--- src/rtl/hazard_ctrl.sv ---
// Hazard controller for the 5-stage RV32I pipeline: load-use bubbles, redirect flushes and dmem-wait freeze with timeout.
// Optional performance counters are compiled in when HAZ_PERF_CNT_EN is defined.
module hazard_ctrl #(
  parameter int unsigned MEM_TIMEOUT = 255,
  parameter int unsigned CNT_W       = 8
`ifdef HAZ_PERF_CNT_EN
  , parameter int unsigned PERF_W    = 32
`endif
) (
  input  logic              clk,
  input  logic              rst_n,
  input  logic              MemRead_ex,
  input  logic [4:0]        rdAddr_ex,
  input  logic [4:0]        rs1Addr_id,
  input  logic [4:0]        rs2Addr_id,
  input  logic              rs1Used_id,
  input  logic              rs2Used_id,
  input  logic              Redirect_ex,
  input  logic              dmem_req_mem,
  input  logic              dmem_ready,
  output logic              PC_stall,
  output logic              IFID_stall,
  output logic              IFID_flush,
  output logic              IDEX_stall,
  output logic              IDEX_flush,
  output logic              EXMEM_stall,
  output logic              MEMWB_bubble,
  output logic              mem_err
`ifdef HAZ_PERF_CNT_EN
  , output logic [PERF_W-1:0] stall_cycles
  , output logic [PERF_W-1:0] flush_events
`endif
);

  typedef enum logic [1:0] {
    S_RUN  = 2'd0,
    S_WAIT = 2'd1,
    S_ERR  = 2'd2
  } state_e;

  localparam logic [CNT_W-1:0] TIMEOUT_C = CNT_W'(MEM_TIMEOUT);

  state_e           state_q, state_d;
  logic [CNT_W-1:0] wait_cnt_q, wait_cnt_d;
  logic             mem_err_q, mem_err_d;

  logic mem_busy;
  logic load_use;
  logic freeze;
  logic redirect_flush;

  assign mem_busy = dmem_req_mem & ~dmem_ready;

  assign load_use = MemRead_ex & (rdAddr_ex != 5'd0) &
                    ((rs1Used_id & (rs1Addr_id == rdAddr_ex)) |
                     (rs2Used_id & (rs2Addr_id == rdAddr_ex)));

  // ERR freezes unconditionally; RUN and WAIT freeze only while the access is still pending.
  assign freeze = (state_q == S_ERR) | mem_busy;

  assign redirect_flush = rst_n & ~freeze & Redirect_ex;

  always_comb begin
    // NOTE: every variable gets a default first so no path leaves it unassigned and infers a latch.
    state_d    = state_q;
    wait_cnt_d = wait_cnt_q;
    mem_err_d  = mem_err_q;
    unique case (state_q)
      S_RUN: begin
        if (mem_busy) begin
          state_d    = S_WAIT;
          wait_cnt_d = CNT_W'(1);
        end
      end
      S_WAIT: begin
        if (!mem_busy) begin
          state_d    = S_RUN;
          wait_cnt_d = '0;
        end else if (wait_cnt_q == TIMEOUT_C) begin
          state_d   = S_ERR;
          mem_err_d = 1'b1;
        end else begin
          wait_cnt_d = wait_cnt_q + CNT_W'(1);
        end
      end
      S_ERR: begin
        state_d = S_ERR;
      end
      default: begin
        state_d    = S_RUN;
        wait_cnt_d = '0;
      end
    endcase
  end

  // NOTE: sequential state uses non-blocking assignments so all flops update together at the edge.
  always_ff @(posedge clk or negedge rst_n) begin
    if (!rst_n) begin
      state_q    <= S_RUN;
      wait_cnt_q <= '0;
      mem_err_q  <= 1'b0;
    end else begin
      state_q    <= state_d;
      wait_cnt_q <= wait_cnt_d;
      mem_err_q  <= mem_err_d;
    end
  end

  // Zero-latency controls; reset fills the pipe with NOPs, then freeze > redirect > load-use.
  always_comb begin
    PC_stall     = 1'b0;
    IFID_stall   = 1'b0;
    IFID_flush   = 1'b0;
    IDEX_stall   = 1'b0;
    IDEX_flush   = 1'b0;
    EXMEM_stall  = 1'b0;
    MEMWB_bubble = 1'b0;
    if (!rst_n) begin
      IFID_flush   = 1'b1;
      IDEX_flush   = 1'b1;
      MEMWB_bubble = 1'b1;
    end else if (freeze) begin
      PC_stall     = 1'b1;
      IFID_stall   = 1'b1;
      IDEX_stall   = 1'b1;
      EXMEM_stall  = 1'b1;
      MEMWB_bubble = 1'b1;
    end else if (Redirect_ex) begin
      IFID_flush = 1'b1;
      IDEX_flush = 1'b1;
    end else if (load_use) begin
      PC_stall   = 1'b1;
      IFID_stall = 1'b1;
      IDEX_flush = 1'b1;
    end
  end

  assign mem_err = mem_err_q;

`ifdef HAZ_PERF_CNT_EN
  logic [PERF_W-1:0] stall_cycles_q, stall_cycles_d;
  logic [PERF_W-1:0] flush_events_q, flush_events_d;

  always_comb begin
    stall_cycles_d = stall_cycles_q;
    flush_events_d = flush_events_q;
    if (PC_stall && (stall_cycles_q != '1)) stall_cycles_d = stall_cycles_q + PERF_W'(1);
    if (redirect_flush && (flush_events_q != '1)) flush_events_d = flush_events_q + PERF_W'(1);
  end

  always_ff @(posedge clk or negedge rst_n) begin
    if (!rst_n) begin
      stall_cycles_q <= '0;
      flush_events_q <= '0;
    end else begin
      stall_cycles_q <= stall_cycles_d;
      flush_events_q <= flush_events_d;
    end
  end

  assign stall_cycles = stall_cycles_q;
  assign flush_events = flush_events_q;
`else
  logic unused_redirect_flush;
  assign unused_redirect_flush = redirect_flush;
`endif

endmodule
--- config.mk ---
export PLATFORM = sky130hd
export DESIGN_NAME = hazard_ctrl
export DESIGN_NICKNAME = d
export VERILOG_FILES = /design/src/rtl/hazard_ctrl.sv
export SDC_FILE = /design/constraint.sdc
export NUM_CORES = 1
export LEC_CHECK = 0
export BUFFER_PORTS_ARGS = -buffer_cell sky130_fd_sc_hd__buf_2
export CORE_AREA = 4 4 46 65
export DETAILED_ROUTE_END_ITERATION = 12
export DIE_AREA = 0 0 50 69
export PLACE_DENSITY_LB_ADDON = 0.3
export SLEW_MARGIN = 20
export SYNTH_ARGS = -nofsm -noshare
export SYNTH_HDL_FRONTEND = slang
export SYNTH_SLANG_ARGS = --single-unit
--- constraint.sdc ---
create_clock -name clk -period 4 [get_ports clk]
set_input_delay 0.4 -clock clk [delete_from_list [all_inputs] [get_ports clk]]
set_output_delay 0.4 -clock clk [all_outputs]
set_load 0.01 [all_outputs]
==> flow_summary.ini, run 1 <==
[timing]
final-setup-viol-count = 0
tightest_slew_ns = 0.414
finalHoldViolCount = 0
skew_ns = 0.00471
timing.final.crit_period_ns = 2.18
tns_ns = 0
slew_violations = 0
rsz0062_at_grt = no
fmax_mhz = 459
fin_crit_sh_pct = 54.5
fin_hold_ws_ns = 0.0208
slew_headroom_pct = 72.4

[synth]
synth-main-ff-cell = dfrtp_1
synth_cells = 92
synth_fa_ha_area_share_pct = 1.49
syn_avg_cell_area_um2 = 9.14
synth_mux_area_share_pct = 4.76
synth-edff-count = 0
synth_compound_area_share_pct = 11.6
synth_top_family_by_area = simple AND/OR/NAND/NOR gates
synth_simple_gate_area_share_pct = 30.8
yosysWarnings = 0
ys_async_sr_fraction_pct = 100
synth-xor-area-share_pct = 13.5
seq_area_frac_synth_pct = 32.7
syn-cell-area_um2 = 841
ys_ff_latch = 11
syn-num-nets = 116
synth.distinct_cells = 35

[cts]
clock_sinks = 11
htreeDepth = 1
clock_path_buffers = 2
insertion_delay_ns = 0.26
hold_buffers = 0
cts_tree = built
cts_root_buf = clkbuf_4
numCtsBuffers = 3
cts_setup_buffers = 0
path_clk_slew_ns = 0.07
cts_resized = 0

[layout]
syn2layout_area_growth_pct = 21.9
num_antenna_cells = 0
nets = 146
finalInstanceArea_um2 = 1020
drive_above_1_share_pct = 30.6
stdcell_count = 155

[route]
vias = 780
vias_per_cell = 5.03
route.met3.wl_um = 108
drt-pass1-iter-count = 4
wl_met2_um = 970
wl_met1_um = 779
dr.max_layer_used = met4
first_iter_violations = 8
drc_errors = 0
wire_per_inst_um = 12.1
totalWireLength_mm = 1.88
ant_nets = 0

[worst_hold_path]
hold_class = input pin to asynchronous set/reset pin

[critical_path]
cpMaxStageDelayCell = dfrtp_1
critPathArrivalTime_ns = 1.78
critPathLaunchType = flip-flop
r2r_slack_ns = 2.18
crit_required_ns = 3.60
cp.buffers_inverters = 1
path_cells = or2b_1 -> nand3_1 -> nand2_1 -> o31ai_1 -> buf_2
reg2reg_depth = 4
reg2reg_to = wait_cnt_q[0]$_DFFE_PN0P_
cp_top_family = flip-flops
cp-end-kind = primary output
r2r_start = state_q[0]$_DFFE_PN0P_
crit_fanout = 12
critical_path.max_stage_delay_ns = 0.53
path_class = flip-flop to primary output

[flow_run]
maxCapViolCount = 0

[pwr]
power_density_nw_per_um2 = 249
leakage_nw = 0.481
vdd_drop_max_uv = 179

[placed_design]
place_area_um2 = 998
io_buffers = 30
placed_cells = 151
dp_hpwl_mm = 1.51
routabilityCongestion = 0.773

[floorplanning]
dieArea_um2 = 3450
die_h_um = 69
initial_core_util_pct = 35.2
fp-row-count = 21
pin_count = 31
die_width_um = 50
core_um2 = 2390

[global_routing]
grt_pass1_wl_mm = 3.29
grt_pass1_vias = 774
grt_max_degree = 16
grt.overflow.total = 0
antenna_found_initial = 0
grt_usage_pct = 11.8

[outcome]
status = completed
==> cell usage in the layout, fill, tap and decap left out, drive strengths merged, types with 3 or more instances in the layout <==
master / count
buf: 30
nand2b: 4
xnor2: 3
o22ai: 5
mux2i: 4
o31ai: 3
nand3: 4
clkbuf: 4
nor2: 3
xor2: 10
nand2: 13
nor4: 4
dfrtp: 11
==> synth_stat cells, types with 2 or more instances <==
cell,n,area share [%]
a21oi_1,2,1.2
and3_1,2,1.5
buf_4,2,1.8
dfrtp_1,11,33
inv_1,2,0.89
mux2i_1,4,4.8
nand2_1,13,5.8
nand2b_1,4,3.0
nand3_1,3,1.8
nor2_1,3,1.3
nor4_1,4,3.0
o22ai_1,5,3.7
o31ai_1,3,2.7
or2b_1,2,1.8
xnor2_1,3,3.1
xor2_1,10,10
==> layout make-up <==
type                            instances  area, µm²
Tap cell                               34       42.5
Timing Repair Buffer                   30        150
Sequential cell                        11        275
Multi-Input combinational cell         74        523
Fill cell                             249       1370
Clock buffer                            4       26.3
Inverter                                2       7.51
==> per-stage QoR <==
step	utilization (%)	setup slack, ns	total power [W]
floorplan	-	2.02	0.000159
global placement	41.8	1.99	0.000182
detailed placement	41.8	1.96	0.000183
CTS	42.9	1.80	0.000259
global route	42.9	1.59	0.000274
finish	42.9	1.82	0.000255
==> state kept, by name, indices dropped and copies added, names as in the netlist <==
signal,count
mem_err,1
wait_cnt_q,8
state_q,2
==> cell families (layout without fill, tap and decap cells) <==
kind of cell,Yosys count,count (layout)
simple gates,41,41
compound gates,15,15
xor+xnor,13,13
flops,11,11
buf+inv,7,36
mux,4,4
fa+ha+maj,1,1
==> how the worst max path moves through the flow <==
stage / start / end / slack [ns] / cells after the start
after global routing: state_q[0]$_DFFE_PN0P_ / IFID_stall / 1.59 / 5
final: state_q[0]$_DFFE_PN0P_ / PC_stall / 1.82 / 5
after detailed placement: rdAddr_ex[3] / PC_stall / 1.96 / 6
after floorplan: rdAddr_ex[3] / PC_stall / 2.02 / 5
after CTS: state_q[0]$_DFFE_PN0P_ / PC_stall / 1.80 / 5
after global placement: rdAddr_ex[3] / IFID_stall / 1.99 / 6
==> power breakdown <==
group          total [W]  internal (W)  switching, W
Sequential      0.000125      0.000116    0.00000863
Combinational  0.0000561     0.0000266     0.0000295
Clock          0.0000742     0.0000385     0.0000357
Total           0.000255      0.000181     0.0000738
==> layer usage <==
| metal | vias to the layer above | track usage, % |
|---|---|---|
| met1 | 361 | 14.2 |
| met4 | 0 | 5.54 |
| met5 | - | 0 |
| met2 | 26 | 19.2 |
| li1 | 391 | - |
| met3 | 2 | 3.02 |
Power figures use the tool's default switching activity.
==> run 2: changes to the inputs <==
--- a/config.mk
+++ b/config.mk
@@ -5,10 +5,11 @@
 export SDC_FILE = /design/constraint.sdc
 export NUM_CORES = 1
 export LEC_CHECK = 0
+export ABC_AREA = 1
 export BUFFER_PORTS_ARGS = -buffer_cell sky130_fd_sc_hd__buf_2
-export CORE_AREA = 4 4 46 65
+export CORE_AREA = 4 4 48 67
 export DETAILED_ROUTE_END_ITERATION = 12
-export DIE_AREA = 0 0 50 69
+export DIE_AREA = 0 0 52 71
 export PLACE_DENSITY_LB_ADDON = 0.3
 export SLEW_MARGIN = 20
 export SYNTH_ARGS = -nofsm -noshare
==> constraint.sdc (replaced) <==
create_clock -name clk -period 1.8 [get_ports clk]
set_input_delay 0.18 -clock clk [delete_from_list [all_inputs] [get_ports clk]]
set_output_delay 0.18 -clock clk [all_outputs]
set_load 0.01 [all_outputs]
==> flow_summary.ini, run 2 <==
[global_routing]
grt_pass1_wl_mm = 3.68
grt_usage_pct = 12.6
grt_max_degree = 13
antenna_found_initial = 0
grt.overflow.total = 0
grt_pass1_vias = 959

[floorplanning]
dieArea_um2 = 3690
die_width_um = 52
pin_count = 31
initial_core_util_pct = 35.3
fp-row-count = 22
core_um2 = 2620
die_h_um = 71

[cts]
numCtsBuffers = 3
clock_path_buffers = 2
htreeDepth = 1
cts_root_buf = clkbuf_4
clock_sinks = 11
path_clk_slew_ns = 0.07
insertion_delay_ns = 0.27
cts_tree = built

[synth]
ys_async_sr_fraction_pct = 100
syn-cell-area_um2 = 923
synth_common_cells = nand2_1, inv_1, nor2_1
synth_cells = 153
yosysWarnings = 0
synth-edff-count = 0
ys_ff_latch = 11
synth.distinct_cells = 20
synth_top_cell_by_area = dfrtp_1
post-synth-top-count-cell = nand2_1
synthTopCellsByArea = dfrtp_1, nand2_1, inv_1, nor2_1, nand3_1
syn-num-nets = 177
seq_area_frac_synth_pct = 29.8
synth_top_cell_area_share_pct = 29.8
synth-main-ff-cell = dfrtp_1
syn_avg_cell_area_um2 = 6.04

[layout]
num_antenna_cells = 0
final_common_cell = nand2_1
largest_register_ffs = 8
syn2layout_area_growth_pct = 23.6
drive_above_1_share_pct = 25.8
nets = 211
num-fill-cells = 281
finalInstanceArea_um2 = 1140
final_cell_mix = nand2_1, inv_1, buf_2, nor2_1, dfrtp_1
largest-register = wait_cnt_q

[timing]
final-setup-viol-count = 0
tns_ns = 0
slew_headroom_pct = 80.5
rsz0062_at_grt = no
timing.final.crit_period_ns = 1.55
tightest_slew_ns = 0.292
slew_violations = 0
skew_ns = 0.00114
fin_hold_ws_ns = 0.232
fin_crit_sh_pct = 85.9
fmax_mhz = 647
finalHoldViolCount = 0

[pwr]
pwr-share-clk_pct = 33.2
intPower_w = 0.000374
switchingPower_w = 0.000137
vdd_drop_max_uv = 282
p_comb_share_pct = 18.5
power_density_nw_per_um2 = 448
leakage_nw = 0.691
seq_power_share_pct = 48.3
swShare_pct = 26.7

[route]
drt-pass1-iter-count = 4
ant_nets = 0
first_iter_violations = 11
vias_per_cell = 4.64
drc_errors = 0
wire_per_inst_um = 10.1
totalWireLength_mm = 2.23
vias = 1029

[critical_path]
cp-end-kind = primary output
cp.buffers_inverters = 4
reg2reg_depth = 10
cp_top_family = simple AND/OR/NAND/NOR gates
critical_path.max_stage_delay_ns = 0.37
critPathLaunchType = flip-flop
crit_fanout = 5
path_class = flip-flop to primary output
cpMaxStageDelayCell = dfrtp_1
critPathArrivalTime_ns = 1.37
cp_common_cell = nand2_1
reg2reg_to = wait_cnt_q[5]$_DFFE_PN0P_
crit_required_ns = 1.62
path_cells = inv_2 -> nand2_1 -> nand2_1 -> inv_1 -> nor2_1 -> inv_1 -> nand2_1 -> buf_2
r2r_slack_ns = 0.28
r2r_start = wait_cnt_q[0]$_DFFE_PN0P_

[placed_design]
routabilityCongestion = 0.903
dp_hpwl_mm = 1.87
place_area_um2 = 1100
io_buffers = 30

[worst_hold_path]
hold_class = input pin to flip-flop
holdPathStages = 4
hold_start = dmem_ready
hold_end = wait_cnt_q[4]$_DFFE_PN0P_

[flow_run]
maxCapViolCount = 0

[outcome]
status = completed
[run 2: cell count changes after synthesis, moves of 4 or more]
cell | before | now
nand2_1 | 13 | 50
nand4_1 | 1 | 5
nand2_2 | 0 | 4
nor4_1 | 4 | 0
o22ai_1 | 5 | 0
mux2i_1 | 4 | 0
nand3_1 | 3 | 8
inv_1 | 2 | 31
nor2_1 | 3 | 15
xor2_1 | 10 | 0
o21ai_0 | 1 | 7
nand2b_1 | 4 | 0
[run 2: per-layer routing]
| metal | global-route usage (%) | vias to the layer above | routed length, µm |
|---|---|---|---|
| met1 | 14.1 | 458 | 922 |
| met5 | 0 | - | 0 |
| li1 | - | 530 | - |
| met2 | 21.7 | 34 | 1110 |
| met4 | 7.58 | 0 | 56 |
| met3 | 1.89 | 7 | 143 |
[run 2: worst register-to-register path, delay by kind of cell (launching register included)]
kind | cells | cell delay, ns
adder cells (fa/ha/maj) | 1 | 0.24
AND/OR/NAND/NOR | 8 | 0.77
buffers and inverters | 1 | 0.04
flip-flops | 1 | 0.42
[run 2: power by group through the flow]
stage | logic [W] | clock network, W | registers [W]
after detailed placement | 0.0000941 | 0 | 0.000252
after floorplan | 0.0000476 | 0 | 0.000252
after global routing | 0.000109 | 0.000192 | 0.000247
after CTS | 0.0000961 | 0.000178 | 0.000247
final | 0.0000945 | 0.000170 | 0.000247
after global placement | 0.0000917 | 0 | 0.000252
[run 2: cells by family after synthesis]
kind of cell / count (synthesis) / share of synthesized area (%)
buffers and inverters: 36 / 16.3
flip-flops: 11 / 29.8
AO/OA/AOI/OAI: 14 / 8.27
AND/OR/NAND/NOR: 91 / 44.3
adder cells (fa/ha/maj): 1 / 1.35
[run 2: repair_timing]
action	4_1_cts	5_1_grt
setup endpoints to repair	0	1
buffers inserted	0	0
endpoints found under the hold margin	11	0
resized for setup	0	1
hold buffers	1	0
[run 2: layout make-up]
| type | instances | area (µm²) | share of cell area [%] |
|---|---|---|---|
| Inverter | 33 | 124 | 10.9 |
| Clock buffer | 4 | 26.3 | 2.30 |
| Timing Repair Buffer | 32 | 168 | 14.7 |
| Tap cell | 36 | 45.0 | 3.95 |
| Multi-Input combinational cell | 106 | 503 | 44.1 |
| Sequential cell | 11 | 275 | 24.1 |
[run 2: worst max-delay path by stage]
stage / slack [ns] / to / cells past startpoint / startpoint
4_1_cts: 0.14 / wait_cnt_q[7]$_DFFE_PN0P_ / 9 / wait_cnt_q[0]$_DFFE_PN0P_
3_3_place_gp: 0.23 / wait_cnt_q[7]$_DFFE_PN0P_ / 9 / wait_cnt_q[0]$_DFFE_PN0P_
5_1_grt: 0.13 / IFID_stall / 8 / state_q[0]$_DFFE_PN0P_
6_report: 0.25 / IFID_stall / 8 / state_q[0]$_DFFE_PN0P_
3_5_place_dp: 0.14 / wait_cnt_q[7]$_DFFE_PN0P_ / 9 / wait_cnt_q[0]$_DFFE_PN0P_
2_1_floorplan: 0.44 / wait_cnt_q[5]$_DFFE_PN0P_ / 10 / wait_cnt_q[0]$_DFFE_PN0P_
[run 2: through the flow]
| stage | power [W] | cells | util, % | setup WS (ns) |
|---|---|---|---|---|
| after global placement | 0.000344 | 217 | 42.1 | 0.234 |
| after detailed placement | 0.000346 | 217 | 42.1 | 0.136 |
| after floorplan | 0.000299 | 153 | - | 0.444 |
| final | 0.000511 | 222 | 43.6 | 0.254 |
| after CTS | 0.000521 | 222 | 43.4 | 0.139 |
| after global routing | 0.000548 | 222 | 43.6 | 0.134 |
==> run 3: changes to the inputs <==
--- a/config.mk
+++ b/config.mk
@@ -7,10 +7,13 @@
 export LEC_CHECK = 0
 export ABC_AREA = 1
 export BUFFER_PORTS_ARGS = -buffer_cell sky130_fd_sc_hd__buf_2
-export CORE_AREA = 4 4 48 67
+export CELL_PAD_IN_SITES_DETAIL_PLACEMENT = 1
+export CELL_PAD_IN_SITES_GLOBAL_PLACEMENT = 2
+export CORE_AREA = 4 4 59 82
+export CTS_BUF_LIST = sky130_fd_sc_hd__clkbuf_2
 export DETAILED_ROUTE_END_ITERATION = 12
-export DIE_AREA = 0 0 52 71
-export PLACE_DENSITY_LB_ADDON = 0.3
+export DIE_AREA = 0 0 63 86
+export PLACE_DENSITY_LB_ADDON = 0.12
 export SLEW_MARGIN = 20
 export SYNTH_ARGS = -nofsm -noshare
 export SYNTH_HDL_FRONTEND = slang
==> flow_summary.ini, run 3 (synthesis gave the netlist of run 2 again) <==
[route]
dr.max_layer_used = met4
ant_nets = 0
drc_errors = 0
totalWireLength_mm = 2.71
vias = 1029
first_iter_violations = 36
route.met3.wl_um = 128
wl_met2_mm = 1.46
wire_per_inst_um = 11.7
vias_per_cell = 4.44
wl_met1_mm = 1.06
drt-pass1-iter-count = 4

[floorplanning]
dieArea_um2 = 5420
die_width_um = 63
core_um2 = 4170
die_h_um = 86
initial_core_util_pct = 22.1
pin_count = 31
fp-row-count = 28

[cts]
numCtsBuffers = 3
cts_setup_buffers = 0
path_clk_slew_ns = 0.13
cts_tree = built
cts_root_buf = clkbuf_2
htreeDepth = 1
clock_sinks = 11
insertion_delay_ns = 0.28
clock_path_buffers = 2

[timing]
slew_headroom_pct = 83.7
fin_ws_ns = 0.262
finalHoldViolCount = 0
slew_violations = 0
rsz0062_at_grt = no
fin_crit_sh_pct = 85.4
fmax_mhz = 650
tns_ns = 0
timing.final.crit_period_ns = 1.54
final-setup-viol-count = 0
tightest_slew_ns = 0.242
skew_ns = 0.00774

[layout]
drive_above_1_share_pct = 26.7
num_antenna_cells = 0
nets = 212
final_cell_mix = nand2_1, inv_1, buf_2, nor2_1, dfrtp_1
final_common_cell = nand2_1
largest_register_ffs = 8
largest-register = wait_cnt_q
syn2layout_area_growth_pct = 24.4
fin_util_pct = 27.6
num-fill-cells = 572

[critical_path]
r2r_slack_ns = 0.27
path_class = flip-flop to primary output
r2r_start = wait_cnt_q[0]$_DFFE_PN0P_
crit_required_ns = 1.62
reg2reg_to = wait_cnt_q[5]$_DFFE_PN0P_
critPathArrivalTime_ns = 1.36
crit_fanout = 5
reg2reg_depth = 11
cp-end-kind = primary output
critPathLaunchType = flip-flop

[pwr]
p_comb_share_pct = 19.3
power_density_nw_per_um2 = 438
seq_power_share_pct = 49.1
total_power_w = 0.000503
intPower_w = 0.000347
leakage_nw = 0.698
swShare_pct = 31.0
pwr-share-clk_pct = 31.6
vdd_drop_max_uv = 288
switchingPower_w = 0.000156

[global_routing]
grt.overflow.total = 0
grt_pass1_wl_mm = 4.68
antenna_found_initial = 0
grt_usage_pct = 10.7
grt_max_degree = 13
grt_pass1_vias = 1080

[placed_design]
io_buffers = 30
dp_slack_ns = 0.280
routabilityCongestion = 0.750
dp_hpwl_mm = 2.36

[worst_hold_path]
hold_end = wait_cnt_q[4]$_DFFE_PN0P_
hold_start = dmem_ready
hold_class = input pin to flip-flop
holdPathStages = 4

[outcome]
status = completed

[flow_run]
maxCapViolCount = 0
## run 3: changes by cell type in the layout (fill, tap and decap cells not counted)
| cell | delta |
|---|---|
| clkbuf_4 | -3 |
| nor2_4 | -1 |
| clkbuf_1 | -1 |
| nor2_2 | +1 |
| buf_4 | +1 |
| clkbuf_2 | +4 |
## run 3: worst max path at each step
stage                              startpoint                   endpoint  slack, ns
global placement    wait_cnt_q[0]$_DFFE_PN0P_  wait_cnt_q[5]$_DFFE_PN0P_       0.33
global route           state_q[0]$_DFFE_PN0P_                 IFID_stall       0.06
floorplan           wait_cnt_q[0]$_DFFE_PN0P_  wait_cnt_q[5]$_DFFE_PN0P_       0.44
CTS                    state_q[0]$_DFFE_PN0P_                   PC_stall       0.23
detailed placement  wait_cnt_q[0]$_DFFE_PN0P_  wait_cnt_q[5]$_DFFE_PN0P_       0.28
finish                 state_q[0]$_DFFE_PN0P_                   PC_stall       0.26
## run 3: power by group through the flow
stage / clock network (W) / registers, W / logic (W)
2_1_floorplan: 0 / 0.000252 / 0.0000476
3_3_place_gp: 0 / 0.000252 / 0.0000969
3_5_place_dp: 0 / 0.000252 / 0.0000997
4_1_cts: 0.000161 / 0.000247 / 0.000102
5_1_grt: 0.000169 / 0.000247 / 0.000113
6_report: 0.000159 / 0.000247 / 0.0000973
## run 3: metal layers
layer | vias up | global-route usage [%]
met5 | - | 0
met4 | 0 | 5.02
met3 | 9 | 1.31
met2 | 24 | 21.4
met1 | 467 | 10.7
li1 | 529 | -
## run 3: area by class of cell
cell class              count  area (µm²)  area share, %
flip-flops and latches     11         275           24.0
repair buffers             33         175           15.3
well taps                  45        56.3           4.90
clock buffers               4        20.0           1.74
inverters                  33         124           10.8
multi-input cells         106         498           43.4
## run 3: timing repair
item,in CTS,in global routing
hold buffers,1,0
endpoints found under the hold margin,11,0
endpoints found under the setup margin,0,0
gates resized for setup,0,0
## run 3: through the flow
step / hold slack [ns] / cell area (µm²) / std cells
finish: 0.218 / 1150 / 232
global route: 0.234 / 1150 / 232
CTS: 0.224 / 1150 / 232
detailed placement: 0.150 / 1120 / 227
global placement: 0.133 / 1120 / 227
floorplan: -0.116 / 923 / 153
## run 3: worst max-delay path, cell delays in order (launching register included)
cell and delay (ns):
dfrtp_1 0.40, inv_2 0.09, nand2_1 0.07, nand2_1 0.06, inv_1 0.07, nor2_1 0.14, inv_1 0.05, nand2_1 0.07
buf_2 0.12
